<file path="src/rtl/ifetch_pkg.sv">
// Shared types and constants for the instruction-fetch controller.
// Holds the fetch FSM state encoding, the default reset PC and the sequential PC step.
package ifetch_pkg;

    typedef enum logic [1:0] {
        ST_REQ  = 2'd0,
        ST_WAIT = 2'd1,
        ST_HOLD = 2'd2,
        ST_DROP = 2'd3
    } fetch_state_e;

    localparam logic [31:0] RESET_PC_DEFAULT = 32'h8000_0000;
    localparam logic [31:0] PC_STEP          = 32'd4;

    // Fetch addresses are always word aligned; the low two bits of a target are ignored.
    function automatic logic [31:0] align_pc(input logic [31:0] pc);
        return {pc[31:2], 2'b00};
    endfunction

endpackage

</file>
<file path="src/rtl/ifetch_perf.sv">
// Fetch performance counters: instructions handed to decode and cycles spent waiting on memory.
// Only instantiated by ifetch_ctrl when IFETCH_PERF_EN is defined; both counters wrap at 2^32.
module ifetch_perf
    import ifetch_pkg::*;
(
    input  logic        clk,
    input  logic        rst_n,
    input  logic        fetch_inc,
    input  logic        stall_inc,
    output logic [31:0] perf_fetch_cnt,
    output logic [31:0] perf_stall_cnt
);

    always_ff @(posedge clk or negedge rst_n) begin
        if (!rst_n) begin
            perf_fetch_cnt <= '0;
            perf_stall_cnt <= '0;
        end else begin
            if (fetch_inc) perf_fetch_cnt <= perf_fetch_cnt + 32'd1;
            if (stall_inc) perf_stall_cnt <= perf_stall_cnt + 32'd1;
        end
    end

endmodule

</file>
<file path="src/rtl/ifetch_ctrl.sv">
// Single-outstanding instruction fetch controller between instruction memory and decode.
// Define IFETCH_PERF_EN to add the perf_fetch_cnt / perf_stall_cnt counter outputs.
module ifetch_ctrl
    import ifetch_pkg::*;
#(
    parameter logic [31:0] RESET_PC = RESET_PC_DEFAULT,
    parameter int          XLEN     = 32
) (
    input  logic            clk,
    input  logic            rst_n,
    output logic            imem_req_valid,
    input  logic            imem_req_ready,
    output logic [XLEN-1:0] imem_req_addr,
    input  logic            imem_rsp_valid,
    input  logic [XLEN-1:0] imem_rsp_data,
    output logic            inst_valid,
    input  logic            inst_ready,
    output logic [XLEN-1:0] inst,
    output logic [XLEN-1:0] inst_pc,
    input  logic            redirect_valid,
    input  logic [XLEN-1:0] redirect_pc
`ifdef IFETCH_PERF_EN
    ,
    output logic [31:0]     perf_fetch_cnt,
    output logic [31:0]     perf_stall_cnt
`endif
);

    fetch_state_e    state, state_nxt;
    logic [XLEN-1:0] pc_p0, pc_nxt;
    logic [XLEN-1:0] inst_p1, inst_pc_p1;
    logic            rsp_take;
    logic            handoff;

    always_comb begin
        state_nxt = state;
        pc_nxt    = pc_p0;
        rsp_take  = 1'b0;
        case (state)
            ST_REQ: begin
                if (redirect_valid) begin
                    state_nxt = imem_req_ready ? ST_DROP : ST_REQ;
                end else if (imem_req_ready) begin
                    state_nxt = ST_WAIT;
                end
            end
            ST_WAIT: begin
                if (redirect_valid) begin
                    state_nxt = imem_rsp_valid ? ST_REQ : ST_DROP;
                end else if (imem_rsp_valid) begin
                    state_nxt = ST_HOLD;
                    rsp_take  = 1'b1;
                end
            end
            ST_HOLD: begin
                if (redirect_valid) begin
                    state_nxt = ST_REQ;
                end else if (inst_ready) begin
                    state_nxt = ST_REQ;
                    pc_nxt    = pc_p0 + PC_STEP;
                end
            end
            ST_DROP: begin
                // A redirect here only retargets the pc; if the stale response lands in the
                // same cycle it has still been consumed, so waiting longer would deadlock.
                if (imem_rsp_valid) state_nxt = ST_REQ;
            end
            default: state_nxt = ST_REQ;
        endcase
        if (redirect_valid) pc_nxt = align_pc(redirect_pc);
    end

    // fetch stage: state and next fetch address
    always_ff @(posedge clk or negedge rst_n) begin
        if (!rst_n) begin
            state <= ST_REQ;
            pc_p0 <= RESET_PC;
        end else begin
            state <= state_nxt;
            pc_p0 <= pc_nxt;
        end
    end

    // decode hand-off stage: instruction word and its pc, held until accepted
    always_ff @(posedge clk or negedge rst_n) begin
        if (!rst_n) begin
            inst_p1    <= '0;
            inst_pc_p1 <= '0;
        end else if (rsp_take) begin
            inst_p1    <= imem_rsp_data;
            inst_pc_p1 <= pc_p0;
        end
    end

    assign imem_req_valid = (state == ST_REQ);
    assign imem_req_addr  = pc_p0;
    assign inst_valid     = (state == ST_HOLD) && !redirect_valid;
    assign inst           = inst_p1;
    assign inst_pc        = inst_pc_p1;
    assign handoff        = inst_valid && inst_ready;

`ifdef IFETCH_PERF_EN
    ifetch_perf u_perf (
        .clk            (clk),
        .rst_n          (rst_n),
        .fetch_inc      (handoff),
        .stall_inc      ((state == ST_WAIT) || (state == ST_DROP)),
        .perf_fetch_cnt (perf_fetch_cnt),
        .perf_stall_cnt (perf_stall_cnt)
    );
`else
    logic unused_handoff;
    assign unused_handoff = handoff;
`endif

endmodule

</file>
<file path="config.mk">
export PLATFORM = sky130hd
export DESIGN_NAME = ifetch_ctrl
export DESIGN_NICKNAME = d
export VERILOG_FILES = /design/src/rtl/ifetch_pkg.sv /design/src/rtl/ifetch_perf.sv /design/src/rtl/ifetch_ctrl.sv
export SDC_FILE = /design/constraint.sdc
export NUM_CORES = 1
export LEC_CHECK = 0
export ABC_AREA = 1
export BUFFER_PORTS_ARGS = -buffer_cell sky130_fd_sc_hd__buf_2
export CAP_MARGIN = 20
export CORE_ASPECT_RATIO = 1.2
export CORE_MARGIN = 2
export CORE_UTILIZATION = 50
export DETAILED_ROUTE_END_ITERATION = 12
export HOLD_SLACK_MARGIN = 0.1
export PLACE_DENSITY = 0.8
export RECOVER_POWER = 100
export SYNTH_ARGS = -nofsm -noshare
export SYNTH_HDL_FRONTEND = slang
export SYNTH_HIERARCHICAL = 1
export SYNTH_SLANG_ARGS = --single-unit
</file>
<file path="constraint.sdc">
create_clock -name clk -period 3.25 [get_ports clk]
set_input_delay 0.1625 -clock clk [delete_from_list [all_inputs] [get_ports clk]]
set_output_delay 0.1625 -clock clk [all_outputs]
set_load 0.01 [all_outputs]
</file>
==> flow_metrics.env <==
export IMPL_diodes=0
export IMPL_cts_root_buffer_cell="clkbuf_16"
export IMPL_totalPowerFinal_mw=4.52
export IMPL_report_final_setup_viol=0
export IMPL_timing_critical_path_slowest_stage_cell="nor2_1"
export IMPL_cts_tree="done"
export IMPL_yosys_cell_types_count=34
export IMPL_maxSlewViolCount=26
export IMPL_grt_pass1_vias=4759
export IMPL_clkSinkCount=94
export IMPL_setup_worst_path_class="flip-flop to flip-flop"
export IMPL_final_min_clock_period_ns=2.35
export IMPL_routabilityCongestion=0.917
export IMPL_worstHoldPathType="input port to flip-flop"
export IMPL_dpl_hpwl_um=10100
export IMPL_placementRows=39
export IMPL_maxCapViolCount=1
export IMPL_layout_cell_area_non_filler_um2=6220
export IMPL_max_vdd_ir_drop_mv=0.316
export IMPL_ctsResizeCount=0
export IMPL_clock_network_fraction_of_total_power_pct=21.6
export IMPL_grt_overflow=0
export IMPL_drc=0
export IMPL_worst_setup_path_start_kind="flip-flop"
export IMPL_slowest_delay_ns=0.97
export IMPL_r2r_end="imem_req_addr[6]$_DFFE_PN0P_"
export IMPL_worst_skew_pair_late_latency_ns=0.35
export IMPL_initialDrtViolationCount=254
export IMPL_cp_data_arrival_time_ns=2.61
export IMPL_worstPathCellList="inv_1 -> nand3_1 -> nor2_1 -> inv_2 -> a21oi_1 -> o21ai_0 -> o211ai_1"
export IMPL_total_leakage_power_nw=2.91
export IMPL_regToRegStartpoint="state[0]$_DFFE_PN0P_"
export IMPL_asyncSetResetFlopFracSynth_pct=100
export IMPL_grt_start_max_net_pins=46
export IMPL_cell_area_after_synthesis_um2=4910
export IMPL_critical_path_endpoint="imem_req_addr[6]$_DFFE_PN0P_"
export IMPL_violated_checks="capacitance limit, slew limit"
export IMPL_p_seq_share_pct=44.2
export IMPL_power_frac_comb_pct=34.2
export IMPL_finalHoldViolations=0
export IMPL_die_w_um=94.5
export IMPL_ctsLongestPathBuffers=2
export IMPL_cts_inserted_buffers=9
export IMPL_crit_start="state[0]$_DFFE_PN0P_"
export IMPL_place_port_buffers=161
export IMPL_nNetsFinal=833
export IMPL_max_slew_worst_pin_slew_ns=1.51
export IMPL_syn_area_per_cell_um2=8.90
export IMPL_postPlaceCellArea_um2=5790
export IMPL_ratio_of_total_power_to_cell_area_nw_per_um2=726
export IMPL_most_common_flop_cell_mapped_by_yosys="dfrtp_1"
export IMPL_finalWirelength_um=14900
export IMPL_design_core_area_um2=9560
export IMPL_drt_antenna_violating_nets=0
export IMPL_rsz0062_at_grt="false"
export IMPL_floorplan_initialDensity_pct=51.4
export IMPL_first_pass_grt_wire_length_um=23600
export IMPL_crit_fanout=15
export IMPL_number_of_top_level_design_ports=168
export IMPL_reg2regPathDepth=7
export IMPL_via_count=4655
export IMPL_run_status="finished, violations left"
export IMPL_groute_usage_overall_pct=28.8
export IMPL_maxSlewHeadroom_pct=-0.509
export IMPL_synth_edff_count=0
export IMPL_sw_ratio_pct=39.1
export IMPL_worst_clock_skew_ns=0.00525
export IMPL_grt_antenna_before_repair=0
export IMPL_drt_pass1_iter_count=5
export IMPL_critical_path_required_ns=3.51
export IMPL_power_net_switching_mw=1.77
export IMPL_cell_internal_power_dissipation_mw=2.75
export IMPL_synth_warning_count=6
export IMPL_timing_critical_path_to_type="flip-flop"
export IMPL_synth_seq_area_share_pct=47.9
export IMPL_syn_instance_count=552
export IMPL_ff2ff_setup_slack_ns=0.90
export IMPL_design_die_area_um2=10600
export IMPL_avgRoutedWirePerCell_um=16.8
export IMPL_post_route_period_util_pct=72.3
export IMPL_detail_route_vias_per_cell=5.24
export IMPL_clock_pin_slew_of_the_registers_on_the_worst_case_setup_and_hold_paths_ns=0.06
export IMPL_area_growth_synth_to_final_pct=26.7
export IMPL_ctsHtreeMaxLevel=3
export IMPL_timing_setup_tns_ns=0
export IMPL_max_freq_ghz=0.425
export IMPL_die_height_um=113
export IMPL_final_layout_size_suffix_gt1_share_pct=13.1
export IMPL_synth_seq_cells=94
==> power by group through the flow <==
stage	clock network (mW)	registers (mW)	logic, mW
floorplan	0	2.16	0.889
global placement	0	1.95	1.77
detailed placement	0	1.99	1.83
CTS	0.986	1.97	1.89
global route	1.04	2.05	1.70
finish	0.976	2.00	1.54
==> what timing repair did <==
action | CTS | global route
endpoints found under the hold margin | 91 | 0
hold buffers | 50 | 0
buffers inserted | 0 | 0
==> cells in the final DEF (no fill, tap or decap), drive strengths merged <==
master	netlist	final
o21bai	1	1
nand3	48	48
dfrtp	93	93
clkinvlp	0	1
clkinv	0	2
xor2	4	4
o211ai	7	7
nand4	2	2
conb	1	4
dlygate4sd3	0	50
o21ai	39	39
clkbuf	3	112
nor3	4	4
dfstp	1	1
a31oi	2	2
o221ai	2	2
o22ai	1	1
nand3b	1	1
inv	49	49
buf	19	68
nand2	168	168
nor2	63	63
a41oi	1	1
ha	1	1
mux2	37	37
and3	1	1
a21oi	4	4
==> critical path, delay by kind of cell (launching register included) <==
kind / cells / cell delay, ns
AOI/OAI and AO/OA: 3 / 0.39
buffers and inverters: 2 / 0.34
DFF: 1 / 0.38
and+or+nand+nor: 2 / 1.15
==> stage by stage <==
step / hold slack, ns / util (%) / std cells / setup WS, ns
floorplan: -0.133 / - / 555 / 1.76
global placement: 0.184 / 60.5 / 824 / 1.31
detailed placement: 0.194 / 60.5 / 824 / 1.25
CTS: 0.121 / 68.5 / 889 / 1.25
global route: 0.143 / 65.1 / 889 / 0.685
finish: 0.118 / 65.1 / 889 / 0.899
==> per-layer routing <==
layer / global-route usage [%] / vias to the layer above / wire length (um)
met5: 0 / - / 0
met4: 12.5 / 0 / 442
met3: 6.17 / 44 / 1140
met2: 50.0 / 210 / 7430
met1: 34.2 / 2198 / 5900
li1: - / 2203 / -
==> flip-flops by register name, summed over array words and instances (netlist names) <==
name and count:
inst 32, imem_req_addr 30, inst_pc 30, state 2
==> cell families after synthesis <==
| logic type | synth area share (%) |
|---|---|
| compound gates | 6.52 |
| xor+xnor | 0.713 |
| fa+ha+maj | 0.255 |
| buf+inv | 7.13 |
| flops | 47.9 |
| mux | 11.3 |
| other cells | 0.0763 |
| simple gates | 26.1 |
==> area by class of cell <==
| class | instances | area (um2) |
|---|---|---|
| multi-input combinational | 390 | 2040 |
| clock inverter | 3 | 21.3 |
| clock buffer | 12 | 246 |
| timing repair buffer | 218 | 1220 |
| fill | 892 | 3340 |
| tap | 123 | 154 |
| inverter | 49 | 184 |
| sequential | 94 | 2350 |
==> cell usage after synthesis, types with 7 or more instances <==
cell        n  area (um2)
o21ai_0    33         165
nand2_1   161         604
o211ai_1    7        52.6
mux2_4     37         556
dfrtp_1    93        2330
buf_6       7        78.8
nor2_4     10         113
inv_1      45         169
buf_4       7        52.6
nand3_1    46         230
nor2_1     50         188
==> worst min path at each step <==
stage	slack, ns	cells past startpoint	startpoint	endpoint
floorplan	-0.13	0	rst_n	imem_req_addr[10]$_DFFE_PN0P_
global placement	0.18	1	rst_n	inst[22]$_DFFE_PN0P_
detailed placement	0.19	1	rst_n	inst[22]$_DFFE_PN0P_
global route	0.14	5	redirect_pc[27]	imem_req_addr[27]$_DFFE_PN0P_
finish	0.12	5	redirect_pc[27]	imem_req_addr[27]$_DFFE_PN0P_
CTS	0.12	5	redirect_pc[26]	imem_req_addr[26]$_DFFE_PN0P_
(Power assumes the default switching activity.)
